<file path="src/rtl/maxpool_2x2_stream.sv">
// maxpool_2x2_stream
//   2x2 / stride-2 max pooling over a raster-ordered square feature map coming
//   from the 3x3 convolution stage. Column pairs are reduced as they arrive.
//   On even rows the pair maximum is parked in a half-width line buffer. On odd
//   rows it is merged with the parked value to form the pooled result.
//
// Ports
//   sys_clk         clock, rising edge
//   sys_rst         asynchronous active-high reset
//   map_size        feature-map width (= height), latched at frame start
//   pi_data         signed input sample
//   pi_data_valid   input sample qualifier (gaps allowed)
//   pi_frame_valid  high while a frame streams; a fall mid-frame aborts it
//   po_data         signed pooled maximum (holds when not valid)
//   po_data_valid   one-cycle qualifier per pooled sample
//   po_frame_done   one-cycle pulse one clock after the last frame sample
//
// state  | meaning
// S_IDLE | waiting for the first accepted sample of a frame
// S_RUN  | streaming; row/col track the position of the next sample
// S_DONE | frame complete; done pulse is visible, inputs are dropped
module maxpool_2x2_stream #(
  parameter int MAX_W = 256,
  parameter int DW    = 16
) (
  input  logic                 sys_clk,
  input  logic                 sys_rst,
  input  logic [8:0]           map_size,
  input  logic signed [DW-1:0] pi_data,
  input  logic                 pi_data_valid,
  input  logic                 pi_frame_valid,
  output logic signed [DW-1:0] po_data,
  output logic                 po_data_valid,
  output logic                 po_frame_done
);

  localparam int LB_D = MAX_W / 2;
  localparam int AW   = (LB_D > 1) ? $clog2(LB_D) : 1;

  typedef enum logic [1:0] {S_IDLE, S_RUN, S_DONE} state_t;

  state_t               state_q;
  logic [8:0]           w_q;
  logic [8:0]           row_q;
  logic [8:0]           col_q;
  logic signed [DW-1:0] pair_q;
  logic signed [DW-1:0] linebuf [LB_D];

  logic                 accept;
  logic                 start_ok;
  logic                 proc;
  logic                 last;
  logic [8:0]           row_cur;
  logic [8:0]           col_cur;
  logic [AW-1:0]        lb_addr;
  logic signed [DW-1:0] lb_rd;
  logic signed [DW-1:0] pm;
  logic signed [DW-1:0] pool_max;

  always_comb begin
    accept   = pi_data_valid & pi_frame_valid;
    start_ok = (map_size >= 9'd2);
    // The first sample of a frame is consumed in IDLE as position (0,0).
    proc     = accept & (((state_q == S_IDLE) & start_ok) | (state_q == S_RUN));
    row_cur  = (state_q == S_RUN) ? row_q : 9'd0;
    col_cur  = (state_q == S_RUN) ? col_q : 9'd0;
    lb_addr  = AW'(col_cur >> 1);
    lb_rd    = linebuf[lb_addr];
    pm       = (pair_q > pi_data) ? pair_q : pi_data;
    pool_max = (pm > lb_rd) ? pm : lb_rd;
    last     = (row_q == w_q - 9'd1) && (col_q == w_q - 9'd1);
  end

  // Line buffer carries no reset; every entry read on an odd row was written
  // on the even row just above it within the same frame.
  always_ff @(posedge sys_clk) begin
    if (proc && col_cur[0] && !row_cur[0]) begin
      linebuf[lb_addr] <= pm;
    end
  end

  // Odd widths need no special casing: the trailing column and row sit at
  // even positions, so they only ever load pair_q / linebuf and never emit.
  always_ff @(posedge sys_clk or posedge sys_rst) begin
    if (sys_rst) begin
      state_q       <= S_IDLE;
      w_q           <= '0;
      row_q         <= '0;
      col_q         <= '0;
      pair_q        <= '0;
      po_data       <= '0;
      po_data_valid <= 1'b0;
      po_frame_done <= 1'b0;
    end else begin
      po_data_valid <= 1'b0;
      po_frame_done <= 1'b0;

      if (proc && !col_cur[0]) begin
        pair_q <= pi_data;
      end
      if (proc && col_cur[0] && row_cur[0]) begin
        po_data       <= pool_max;
        po_data_valid <= 1'b1;
      end

      case (state_q)
        S_IDLE: begin
          if (accept && start_ok) begin
            w_q     <= map_size;
            row_q   <= '0;
            col_q   <= 9'd1;
            state_q <= S_RUN;
          end
        end
        S_RUN: begin
          if (!pi_frame_valid) begin
            row_q   <= '0;
            col_q   <= '0;
            state_q <= S_IDLE;
          end else if (accept) begin
            if (last) begin
              po_frame_done <= 1'b1;
              state_q       <= S_DONE;
            end else if (col_q == w_q - 9'd1) begin
              col_q <= '0;
              row_q <= row_q + 9'd1;
            end else begin
              col_q <= col_q + 9'd1;
            end
          end
        end
        S_DONE: begin
          row_q   <= '0;
          col_q   <= '0;
          state_q <= S_IDLE;
        end
        default: begin
          state_q <= S_IDLE;
        end
      endcase
    end
  end

endmodule

</file>
<file path="config.mk">
export PLATFORM = sky130hd
export DESIGN_NAME = maxpool_2x2_stream
export DESIGN_NICKNAME = d
export VERILOG_FILES = /design/src/rtl/maxpool_2x2_stream.sv
export SDC_FILE = /design/constraint.sdc
export NUM_CORES = 2
export LEC_CHECK = 0
export CORE_ASPECT_RATIO = 2
export CORE_UTILIZATION = 48
export DETAILED_ROUTE_END_ITERATION = 7
export SETUP_SLACK_MARGIN = 0.15
export SLEW_MARGIN = 15
export SYNTH_ARGS = -nofsm -noshare
export SYNTH_HDL_FRONTEND = slang
export SYNTH_SLANG_ARGS = --single-unit
export TNS_END_PERCENT = 100
</file>
<file path="constraint.sdc">
create_clock -name sys_clk -period 10.4 [get_ports sys_clk]
set_clock_uncertainty 0.1 [all_clocks]
set_input_delay 2.6 -clock sys_clk [delete_from_list [all_inputs] [get_ports sys_clk]]
set_output_delay 2.6 -clock sys_clk [all_outputs]
set_load 0.005 [all_outputs]
</file>
After elaboration in Yosys (flattened, before gate mapping):

Memory sizes are Yosys's and may differ from the RTL's.
Index checks and enable logic that the tools add are counted.

* add/subtract/negate cells: 3
* multiply operators: 0
* div/mod/pow operators: 0
* magnitude comparators: 3
* equality and inequality tests: 9
* shift operators: 0
* muxes and demuxes: 28
* bitwise operators: 4
* reductions and logical operators: 14

Operator list (number)
* 9-bit two-way mux: 10
* 9-bit case mux with 3 select lines: 2
* 16-bit greater-than comparator: 2
* 16-bit two-way mux: 2
* 9-bit by 1-bit adder with 9-bit output (second input constant): 2
* 9-bit == test: 2
* 9-bit by 2-bit >= comparator with 1-bit output (second input constant): 1
* 3-bit inequality test (second input constant): 3
* 9-bit by 1-bit subtractor with 9-bit output (second input constant): 1
* 1-bit two-way mux: 8
* 2-bit two-way mux: 4
* 8-bit two-way mux: 1
* 1-bit logical AND: 6
* 5-bit AND reduction: 1
* 2-bit case mux with 2 select lines: 1
* 4-bit AND reduction: 1
* 1-bit AND: 3
* 3-bit by 2-bit inequality test with 1-bit output (second input constant): 1
* 3-bit AND reduction: 1
* 3-bit nonzero test: 1
* 2-bit by 1-bit == test with 1-bit output (second input constant): 1
* 2-bit == test (second input constant): 1
* 1-bit logical NOT: 2
* 2-bit logical NOT: 1
* other kinds (3): 3

* bits in registers: 63
* bits in latches: 0
* bits in writable memories: 2048
* bits in read-only memories: 0
* input port bits: 29
* output and inout port bits: 18
* logic and storage cells: 70
* memories: 1

Memory list
* linebuf: words 128, bits a word 16, read ports 1, clocked after memory_dff 0, wr ports 1, RTL line 47 `logic signed [DW-1:0] linebuf [LB_D];`

Longest topological paths before layout:

* depth after elaboration: 8
* gate-level depth with buffers: 23
* depth with buffers taken out: 18

Worst setup path after synthesis:

Ideal clock, no wire load.

* path type: input to register
* start point: input pi_data[14]
* end point: register po_data[0]
* library setup time: 0.136 ns
* arrival: 7.139 ns
* data required time: 10.164 ns
* path slack: 3.025 ns
* cell stages on the path: 17
* path buffers: 2
* path through: inv_1 ha_1 nand4_1 nor4_1 a221oi_1 mux2_2 buf_1 mux2_2 ha_1 nor2b_1 o2111a_1 o221a_2 nor3_1 nand3b_1 clkbuf_1 mux2i_1 o21ai_0

* longest elaborated chain between the ends: 4

Ends and longest elaborated chain
* start, declared: RTL line 29 `input logic signed [DW-1:0] pi_data,`
* 16-bit greater-than comparator: RTL line 69 `pm = (pair_q > pi_data) ? pair_q : pi_data;`
* 16-bit two-way mux: RTL line 69
* named net pm[1]: RTL line 57 `logic signed [DW-1:0] pm;`
* 16-bit greater-than comparator: RTL line 70 `pool_max = (pm > lb_rd) ? pm : lb_rd;`
* 16-bit two-way mux: RTL line 70
* end signal, assigned: RTL line 102 `po_data <= pool_max;`
* end, declared: RTL line 32 `output logic signed [DW-1:0] po_data,`

The timed path passes the listed nets, and every way through them passes these cells.
A chain may end at the register's enable or synchronous reset.

Worst setup path in the final report:

* start point: register col_q[2]
* end point: register po_data[9]

* longest elaborated chain between the ends: 4

Ends and longest elaborated chain
* start, declared: RTL line 45 `logic [8:0] col_q;`
* start signal, assigned: RTL line 128 `col_q <= col_q + 9'd1;`
* 8-bit two-way mux *: RTL line 66 `col_cur = (state_q == S_RUN) ? col_q : 9'd0;`
* memory read 128 x 16 bit *
* 16-bit greater-than comparator: RTL line 70
* 16-bit two-way mux *: RTL line 70

Every way passes the cells marked *; elsewhere a longest branch is shown, timed or not.

==> flow_metrics.env <==
export IMPL_grt_pass1_wl_mm=444
export IMPL_cts_tree="built"
export IMPL_instances_no_fill=7652
export IMPL_antenna_found_initial=33
export IMPL_status="finished clean"
export IMPL_ir_drop_mv=0.388
export IMPL_wl_mm=333
export IMPL_synth_seq_area_share_pct=76.6
export IMPL_setup_viol=0
export IMPL_required_ns=11.02
export IMPL_relSlewSlack_pct=2.36
export IMPL_gr_total_overflow=0
export IMPL_setup_slack_ns=2.37
export IMPL_dieArea_sq_um=173000
export IMPL_hold_viol=0
export IMPL_drt_iter0_drc=8405
export IMPL_clkLatencyLatePin_ns=0.85
export IMPL_async_reset_ff_share_pct=2.98
export IMPL_synthCells=4993
export IMPL_ys_seq_elements=2111
export IMPL_p_total_mw=22.0
export IMPL_dpl_worst_slack_ns=2.00
export IMPL_avgRoutedWirePerCell_microns=43.5
export IMPL_synthesis_area_sq_um=82400
export IMPL_synth_top_flop_cell="edfxtp_1"
export IMPL_core_area_sq_um=170000
export IMPL_hpwl_mm=209
export IMPL_crit_fanout=43
export IMPL_hp_class="flop to flop"
export IMPL_firstDrtPassIters=8
export IMPL_period_share_pct=77.2
export IMPL_cts_resized=0
export IMPL_dr_wl_met2_mm=155
export IMPL_grt_pass1_vias=51400
export IMPL_drc=0
export IMPL_slew_violations=0
export IMPL_timing_max_cap_violations=0
export IMPL_start_util_pct=48.4
export IMPL_cp_start_kind="flop"
export IMPL_postLayoutCellArea_sq_um=92800
export IMPL_path_class="flop to flop"
export IMPL_rows=214
export IMPL_cts_buffer_depth=4
export IMPL_grt_use_total_pct=38.2
export IMPL_syn2layout_area_growth_pct=12.6
export IMPL_max_freq_mhz=125
export IMPL_power_density_nw_per_um2=237
export IMPL_synth_area_top_cells="edfxtp_1 75%, mux2_2 2.7%, dfrtp_1 1.9%"
export IMPL_post_route_min_period_ns=8.03
export IMPL_setup_tns_final_ns=0
export IMPL_cts_setup_buffers=0
export IMPL_portBuffers=46
export IMPL_nets=5283
export IMPL_power_leakage_nw=29.3
export IMPL_cts_max_level=4
export IMPL_synth_edf_count=2048
export IMPL_tightest_slew_ns=1.46
export IMPL_cts_hold_buf=0
export IMPL_viasPerCell=7.03
export IMPL_vias=53800
export IMPL_synth_nets=5061
export IMPL_synth_top_area_share_pct=74.7
export IMPL_fp_dieW_microns=295
export IMPL_drive_gt1_share_pct=15.8
export IMPL_root_buffer="clkbuf_16"
export IMPL_die_y_microns=588
export IMPL_wl_met1_mm=103
export IMPL_grt_max_degree=92
export IMPL_highest_layer="met5"
export IMPL_placed_cells=7295
export IMPL_ys_warn_count=0
export IMPL_wl_met3_mm=38.1
export IMPL_worst_ep_arrival_time_ns=8.65
export IMPL_antenna_left=0
export IMPL_clk_pin_slew_ns=0.07
export IMPL_numCtsBuffers=182
export IMPL_top_level_ports=47
export IMPL_synth_distinct_cells=91
export IMPL_gp_congestion=1.05
export IMPL_cp_end_kind="flop"
export IMPL_grt_setup_unrepaired="no"
export IMPL_avgSynthCellArea_sq_um=16.5
export IMPL_dpl_cell_area_sq_um=87100
export IMPL_synth_largest_area_cell="edfxtp_1"
export IMPL_clkSinkCount=2111
## registers in the layout (all words and copies together), names as in the netlist
name	cells
state_q	2
row_q	9
po_frame_done	1
po_data	16
col_q	9
pair_q	16
linebuf	2048
w_q	9
po_data_valid	1
## routing by layer
| layer | global-route usage (%) | up-vias |
|---|---|---|
| li1 | - | 20700 |
| met3 | 9.75 | 1319 |
| met1 | 42.6 | 27600 |
| met5 | 0 | - |
| met2 | 60.6 | 4195 |
| met4 | 33.4 | 16 |
## cells in the mapped netlist (all sizes together) (16+ instances only)
master and count:
o22a 16, o22ai 236, nor4 19, a221oi 58, dfrtp 63, mux2 203, o21ai 132, a22o 36
nor2 286, o31ai 21, a222oi 119, nor3 39, a211oi 25, inv 58, o211ai 29, edfxtp 2048
a31oi 54, nor2b 16, and3b 17, and2 23, a21oi 150, nand3 38, o221ai 43, and3 27
a22oi 141, clkbuf 162, nand2 253, mux2i 153, buf 168, or4 20, a2bb2oi 18, nand4 20
ha 39
## power breakdown
group	switching (mW)	total, mW	internal (mW)
Combinational	3.31	4.04	0.727
Clock	3.09	6.68	3.59
Sequential	0.128	11.3	11.2
Total	6.53	22.0	15.5
## cell usage in the layout, fill, tap and decap left out, types with 119 or more instances in the layout
| cell | Yosys | layout |
|---|---|---|
| a21oi_1 | 150 | 149 |
| a222oi_1 | 119 | 119 |
| a22oi_1 | 141 | 141 |
| buf_4 | 31 | 307 |
| clkbuf_16 | 0 | 184 |
| edfxtp_1 | 2048 | 2048 |
| mux2_2 | 200 | 184 |
| mux2i_1 | 153 | 153 |
| nand2_1 | 253 | 251 |
| nor2_1 | 285 | 267 |
| o21ai_0 | 125 | 123 |
| o22ai_1 | 236 | 236 |
## final timing paths
kind | from | end | slack, ns | depth (start not counted)
worst max-delay path | col_q[2] | po_data[9] | 2.37 | 18
max in group asynchronous | sys_rst | col_q[2] | 7.08 | 3
worst min-delay path | po_data[3] | po_data[3] | 0.39 | 2
worst max register to register | col_q[2] | po_data[9] | 2.37 | 18
min in group asynchronous | sys_rst | pair_q[10] | 1.96 | 2
worst min register to register | po_data[3] | po_data[3] | 0.39 | 2
## area by class of cell
cell class,instances,area [sq um]
clock buffers,223,4760
clock inverters,87,778
flip-flops and latches,2111,63100
fillers,13600,77500
diodes,43,108
well taps,2268,2840
repair buffers,368,3030
inverters,61,229
multi-input cells,2491,17900
## metrics by stage
stage / utilization, % / hold WS [ns]
global route: 54.4 / 0.423
detailed placement: 51.1 / 0.375
CTS: 54.4 / 0.390
global placement: 51.1 / 0.362
finish: 54.5 / 0.390
floorplan: - / 0.371
## critical path, stage by stage, from the launching register on
cell and delay (ns):
dfrtp_4 0.73, buf_4 0.49, nand4b_1 0.63, buf_4 0.43, buf_4 0.34, o22ai_1 0.13, a2111oi_0 0.59, nor2_1 0.08
o311ai_1 1.11, o211ai_1 0.66, ha_1 0.53, nand2_1 0.07, nor3_1 0.27, o221a_2 0.25, nor3_1 0.05, nand3b_1 0.61
nor2_1 0.51, a22oi_1 0.12, o21ai_0 0.13
## cell families (layout without fill, tap and decap cells)
logic type                 count (synthesis)  in the layout  share of synthesized area, %
and+or+nand+nor                          854            854                          5.03
other                                      0             43                             0
adders and majority gates                 40             40                         0.604
buffers and inverters                    391            739                          2.11
DFF                                     2111           2111                          76.6
muxes                                    364            364                          4.86
AOI/OAI and AO/OA                       1217           1217                          10.7
xor gates and xnor gates                  16             16                         0.187
(Power assumes the default switching activity.)
